===== src/rtl/jk_ubus_slave_mem.sv =====
`default_nettype none
// ============================================================================
// Module   : jk_ubus_slave_mem
// Brief    : UBUS slave byte-RAM window with programmable per-beat wait states.
//            Optional statistics counters when JK_UBUS_SLAVE_MEM_STATS_EN is defined.
// Revision : 1.0
// ============================================================================
module jk_ubus_slave_mem #(
  parameter logic [15:0] ADDR_BASE   = 16'h0000,
  parameter int          ADDR_SIZE   = 256,
  parameter int          WAIT_CYCLES = 0
) (
  input  logic        clk,
  input  logic        reset,
  input  logic [15:0] addr,
  input  logic [1:0]  size,
  input  logic        read,
  input  logic        write,
  input  logic        bip,
  input  logic [7:0]  data_in,
  output logic [7:0]  data_out,
  output logic        data_oe,
  output logic        wait_state,
  output logic        error
`ifdef JK_UBUS_SLAVE_MEM_STATS_EN
  ,
  output logic [15:0] rd_cnt,
  output logic [15:0] wr_cnt,
  output logic [15:0] err_cnt,
  output logic [15:0] bip_err_cnt
`endif
);

  localparam int              c_AW       = (ADDR_SIZE > 1) ? $clog2(ADDR_SIZE) : 1;
  localparam logic [16:0]     c_BASE17   = {1'b0, ADDR_BASE};
  localparam logic [16:0]     c_END17    = c_BASE17 + 17'(ADDR_SIZE);
  localparam logic [3:0]      c_WAIT_M1  = (WAIT_CYCLES > 0) ? 4'(WAIT_CYCLES - 1) : 4'd0;
  localparam bit              c_HAS_WAIT = (WAIT_CYCLES > 0);
  localparam logic [c_AW-1:0] c_IDX_ONE  = 1;

  typedef enum logic [1:0] {
    S_IDLE = 2'd0,
    S_WAIT = 2'd1,
    S_BEAT = 2'd2
  } state_t;

  state_t          r_state;
  logic [c_AW-1:0] r_idx;
  logic [2:0]      r_beat;
  logic [2:0]      r_len_m1;
  logic [3:0]      r_wcnt;
  logic            r_err;
  logic            r_rd;
  logic            r_wr;
  logic [7:0]      r_data_out;
  logic            r_data_oe;
  logic            r_wait;
  logic            r_error;
  logic [7:0]      r_mem [ADDR_SIZE];

  logic [2:0]      w_len_m1;
  logic [16:0]     w_addr17;
  logic [16:0]     w_last17;
  logic            w_hit;
  logic            w_claim;
  logic            w_xfer_err;
  logic [c_AW-1:0] w_off;
  logic            w_is_last;
  logic            w_beat_err;
  logic            w_beat_rd;
  logic [c_AW-1:0] w_rd_idx;
  logic [7:0]      w_beat_data;

  // Window checks in 17 bits so a start near 16'hFFFF cannot wrap into range.
  always_comb begin
    w_len_m1 = 3'd0;
    case (size)
      2'd0: w_len_m1 = 3'd0;
      2'd1: w_len_m1 = 3'd1;
      2'd2: w_len_m1 = 3'd3;
      default: w_len_m1 = 3'd7;
    endcase
    w_addr17   = {1'b0, addr};
    w_last17   = w_addr17 + {14'd0, w_len_m1};
    w_hit      = (w_addr17 >= c_BASE17) && (w_addr17 < c_END17);
    w_claim    = (read || write) && w_hit;
    w_xfer_err = (w_last17 >= c_END17) || (read && write);
    w_off      = addr[c_AW-1:0] - ADDR_BASE[c_AW-1:0];
    w_is_last  = (r_beat == r_len_m1);
    w_beat_err = (r_state == S_IDLE) ? w_xfer_err : r_err;
    w_beat_rd  = (r_state == S_IDLE) ? read : r_rd;
    // Index of the byte the next BEAT cycle will present.
    if (r_state == S_IDLE)
      w_rd_idx = w_off;
    else if (r_state == S_BEAT)
      w_rd_idx = r_idx + c_IDX_ONE;
    else
      w_rd_idx = r_idx;
    w_beat_data = (w_beat_rd && !w_beat_err) ? r_mem[w_rd_idx] : 8'h00;
  end

  always_ff @(posedge clk) begin
    if (reset) begin
      r_state    <= S_IDLE;
      r_idx      <= '0;
      r_beat     <= 3'd0;
      r_len_m1   <= 3'd0;
      r_wcnt     <= 4'd0;
      r_err      <= 1'b0;
      r_rd       <= 1'b0;
      r_wr       <= 1'b0;
      r_data_out <= 8'h00;
      r_data_oe  <= 1'b0;
      r_wait     <= 1'b0;
      r_error    <= 1'b0;
    end else begin
      r_data_out <= 8'h00;
      r_data_oe  <= 1'b0;
      r_wait     <= 1'b0;
      r_error    <= 1'b0;
      case (r_state)
        S_IDLE: begin
          if (w_claim) begin
            r_idx    <= w_off;
            r_beat   <= 3'd0;
            r_len_m1 <= w_len_m1;
            r_err    <= w_xfer_err;
            r_rd     <= read;
            r_wr     <= write;
            if (c_HAS_WAIT) begin
              r_state <= S_WAIT;
              r_wait  <= 1'b1;
              r_wcnt  <= c_WAIT_M1;
            end else begin
              r_state    <= S_BEAT;
              r_error    <= w_beat_err;
              r_data_oe  <= w_beat_rd;
              r_data_out <= w_beat_data;
            end
          end
        end
        S_WAIT: begin
          if (r_wcnt == 4'd0) begin
            r_state    <= S_BEAT;
            r_error    <= w_beat_err;
            r_data_oe  <= w_beat_rd;
            r_data_out <= w_beat_data;
          end else begin
            r_wcnt <= r_wcnt - 4'd1;
            r_wait <= 1'b1;
          end
        end
        S_BEAT: begin
          r_beat <= r_beat + 3'd1;
          r_idx  <= r_idx + c_IDX_ONE;
          if (w_is_last) begin
            r_state <= S_IDLE;
          end else if (c_HAS_WAIT) begin
            r_state <= S_WAIT;
            r_wait  <= 1'b1;
            r_wcnt  <= c_WAIT_M1;
          end else begin
            r_error    <= w_beat_err;
            r_data_oe  <= w_beat_rd;
            r_data_out <= w_beat_data;
          end
        end
        default: r_state <= S_IDLE;
      endcase
    end
  end

  // RAM is not reset; a reset on a beat edge suppresses that beat's write.
  always_ff @(posedge clk) begin
    if (!reset && (r_state == S_BEAT) && r_wr && !r_err)
      r_mem[r_idx] <= data_in;
  end

  assign data_out   = r_data_out;
  assign data_oe    = r_data_oe;
  assign wait_state = r_wait;
  assign error      = r_error;

`ifdef JK_UBUS_SLAVE_MEM_STATS_EN
  logic [15:0] r_rd_cnt;
  logic [15:0] r_wr_cnt;
  logic [15:0] r_err_cnt;
  logic [15:0] r_bip_cnt;
  logic        w_bip_bad;

  // bip should be high on every beat except the last.
  assign w_bip_bad = (r_state == S_BEAT) && (bip == w_is_last);

  always_ff @(posedge clk) begin
    if (reset) begin
      r_rd_cnt  <= 16'd0;
      r_wr_cnt  <= 16'd0;
      r_err_cnt <= 16'd0;
      r_bip_cnt <= 16'd0;
    end else begin
      if ((r_state == S_BEAT) && w_is_last) begin
        if (r_err) begin
          if (r_err_cnt != 16'hFFFF) r_err_cnt <= r_err_cnt + 16'd1;
        end else if (r_rd) begin
          if (r_rd_cnt != 16'hFFFF) r_rd_cnt <= r_rd_cnt + 16'd1;
        end else begin
          if (r_wr_cnt != 16'hFFFF) r_wr_cnt <= r_wr_cnt + 16'd1;
        end
      end
      if (w_bip_bad && (r_bip_cnt != 16'hFFFF))
        r_bip_cnt <= r_bip_cnt + 16'd1;
    end
  end

  assign rd_cnt      = r_rd_cnt;
  assign wr_cnt      = r_wr_cnt;
  assign err_cnt     = r_err_cnt;
  assign bip_err_cnt = r_bip_cnt;
`else
  logic w_unused_bip;
  assign w_unused_bip = bip;
`endif

endmodule
`default_nettype wire

===== config.mk =====
export PLATFORM = sky130hd
export DESIGN_NAME = jk_ubus_slave_mem
export DESIGN_NICKNAME = d
export VERILOG_FILES = /design/src/rtl/jk_ubus_slave_mem.sv
export SDC_FILE = /design/constraint.sdc
export NUM_CORES = 2
export LEC_CHECK = 0
export ABC_CLOCK_PERIOD_IN_PS = 4150
export BUFFER_PORTS_ARGS = -buffer_cell sky130_fd_sc_hd__buf_2
export CAP_MARGIN = 10
export CORE_MARGIN = 2
export CORE_UTILIZATION = 50
export DETAILED_ROUTE_END_ITERATION = 10
export PLACE_DENSITY = 0.74
export SYNTH_ARGS = -nofsm -noshare
export SYNTH_HDL_FRONTEND = slang
export SYNTH_SLANG_ARGS = --single-unit

===== constraint.sdc =====
create_clock -name clk -period 4.15 [get_ports clk]
set_input_delay 1.245 -clock clk [delete_from_list [all_inputs] [get_ports clk]]
set_output_delay 1.245 -clock clk [all_outputs]
set_load 0.02 [all_outputs]

==> results.cfg <==
[status]
status = completed

[power]
power_density_mw_per_mm2 = 457
clock_power_share_pct = 41.3
power_frac_seq_pct = 53.3
leakage_uw = 0.0307
total_power_uw = 43200
peakVddDrop_mv = 0.420
p_int_uw = 33900
p_switching_uw = 9340
share_comb_of_total_power_pct = 5.4
swShare_pct = 21.6

[sta]
worst_pin_slew_ns = 1.07
min_period_over_period_pct = 99.0
max_slew_margin_pct = 28.9
rsz0062_at_grt = false
timing.fmax_ghz = 0.244
slew_viol_final = 0
finalSetupViolations = 0
setup_tns_ns = 0
final-hold-violation-count = 0
fin_worst_skew_ns = 0.0644
period_needed_ns = 4.11

[drt]
viasPerCell = 6.37
drc_errors = 0
wirelength_um = 218000
wl_per_cell_um = 30.8
drt-initial-drc-count = 7146
dr_total_vias = 45005
ant_nets = 0
first_pass_iters = 6

[cells_and_area]
nets = 4761
drive_gt1_share_pct = 27.4
final.fill_count = 11495
syn_to_final_growth_pct = 15.8

[clock_tree]
clock-sinks = 2076
postCtsHoldBufs = 0
clock_latency_ns = 0.87
clock_path_buffers = 3
cts_buffers = 197
htree_levels = 4
cts_tree = done
cts-root-buf = clkbuf_16
cts.reportedPaths.clkPinSlew_ns = 0.07

[yosys]
synthTopCellsByArea = edfxtp_1 (75%), mux4_2 (13%), nand2_1 (1.9%)
yosys.area_share.adder_pct = 0.147
synthMuxAreaShare_pct = 14.5
synth_fp_nets = 4264
netlist_area_mm2 = 0.0817
synth_edf_count = 2048
yosys.area.top_type_share_pct = 75.3
synthCells = 4224
yosysMostFrequentCell = edfxtp_1
synth-xor-area-share_pct = 0.0735
yosys_register_bits = 2076
yosysSeqAreaShare_pct = 76.0
synth_top_family_by_area = multiplexers
synth-compound-area-share_pct = 2.12
synthSimpleGateAreaFrac_pct = 5.54
synth_ff_type = edfxtp_1
ys_types = 82
ys_warn_count = 0
synth.avg_cell_area_um2 = 19.3
async_flop_share_pct = 0
synth_common_cells = edfxtp_1 (2048), mux4_2 (468), nand2_1 (408)
yosys.area.top_type = edfxtp_1

[global_routing]
grt.total_usage_pct = 26.1
grt_use_met1_pct = 35.5
antenna_found_initial = 11
grt_busiest_layer = met2
grt_max_degree = 118
grt.overflow.total = 0
use_met3_pct = 6.37
grt_pass1_wl_um = 313000
met2_usage_pct = 40.8
grt_pass1_vias = 44463

[worst_setup_path]
crit_type = reg2reg
cpPeakStageDelay_ns = 0.81
required_ns = 4.88
start_kind = flop
endpoint_kind = flop
crit_fanout = 10
crit_chain = ha_1 -> buf_4 -> xor2_2 -> o2111ai_4 -> buf_4 -> o22ai_1 -> a21oi_1 -> a21oi_1 -> nand3_1 -> o22ai_1 -> nor4_2 -> buf_4 -> o22ai_1
critPathArrivalTime_ns = 4.84
r2r_slack_ns = 0.04
cpMaxStageDelayCell = o2111ai_4

[job]
drv_cap = 0

[floorplan]
num_io_pins = 42
die_height_um = 408
start_util_pct = 50.2
dieWidth_um = 408
die_area_mm2 = 0.167
core_area_mm2 = 0.163
rows = 148

[worst_hold_path]
hp-class = reg2reg

[place]
gp_congestion = 0.932
hpwl_um = 137000
port_buffers = 39
## repair_timing
item                                    4_1_cts  5_1_grt
resized for setup                             0        1
hold endpoints to repair                      0        0
setup buffers                                 0        2
endpoints found under the setup margin        0        2
## critical path, delay by kind of cell, from the launching register on
family	cells	cell delay, ns
xor+xnor	1	0.22
flops	1	0.37
compound gates	6	1.49
simple gates	2	0.95
buf+inv	3	0.69
fa+ha+maj	1	0.23
## final timing paths
check                 from          end  cells past startpoint
hold reg to reg       r_wr         r_wr                      2
hold / removal        r_wr         r_wr                      2
setup / recovery  r_idx[0]  data_out[4]                     13
setup reg to reg  r_idx[0]  data_out[4]                     13
## cell type report
type	instances	area [um2]	share of cell area, %
timing repair buffer	551	4980	5.27
clock buffer	240	5150	5.45
inverter	7	26.3	0.0278
antenna	4	10.0	0.0106
tap	2175	2720	2.88
clock inverter	125	1240	1.31
multi-input combinational	1888	18400	19.5
sequential	2076	62100	65.6
## cell usage in the layout, fill, tap and decap left out, types with 31 or more instances in the layout
master	netlist	final
edfxtp_1	2048	2048
mux4_2	468	468
buf_4	33	442
nand2_1	408	407
nor2_1	305	303
clkbuf_16	0	200
nand3_1	149	146
mux2i_1	117	116
buf_12	0	70
a21oi_1	61	61
clkinv_1	0	54
o22ai_1	49	49
nand4_1	44	44
clkbuf_1	74	40
clkinv_2	0	38
nor3_1	37	37
buf_2	125	31
## through the flow
stage	cells	utilization, %	setup WS, ns	instance area, um2	hold WS (ns)
final	7066	58.2	0.0434	94600	0.456
after global routing	7062	58.2	0.0852	94600	0.513
after CTS	7060	58.2	0.00988	94600	0.454
after detailed placement	6695	54.2	-0.539	88200	0.448
after global placement	6695	54.2	-0.527	88200	0.443
after floorplan	4224	-	0.826	81700	0.432
## power groups by stage
stage	logic (uW)	clock network (uW)	registers, uW
floorplan	1120	0	23500
global placement	2260	0	23500
detailed placement	2310	0	23500
CTS	2320	18000	23000
global route	2440	18800	23000
finish	2350	17900	23000
## registers in the layout, summed over array words and instances, names as in the netlist
name / cells
r_mem: 2048
data_out: 8
r_idx: 8
r_beat: 3
r_len_m1: 3
data_oe: 1
error: 1
r_err: 1
r_rd: 1
r_state: 1
r_wr: 1
## per-layer routing
metal  vias up  part of all wire, %
li1      18108                    -
met1     23193                   36
met2      3195                   47
met3       501                   12
met4         8                  4.3
met5         -                0.019
## cells by family after synthesis
kind of cell,Yosys count
flip-flops,2076
AND/OR/NAND/NOR,1034
multiplexers,592
buffers and inverters,260
AO/OA/AOI/OAI,246
adder cells (fa/ha/maj),9
XOR/XNOR,6
other,1
Note: power is estimated with default switching activity, not from simulation.
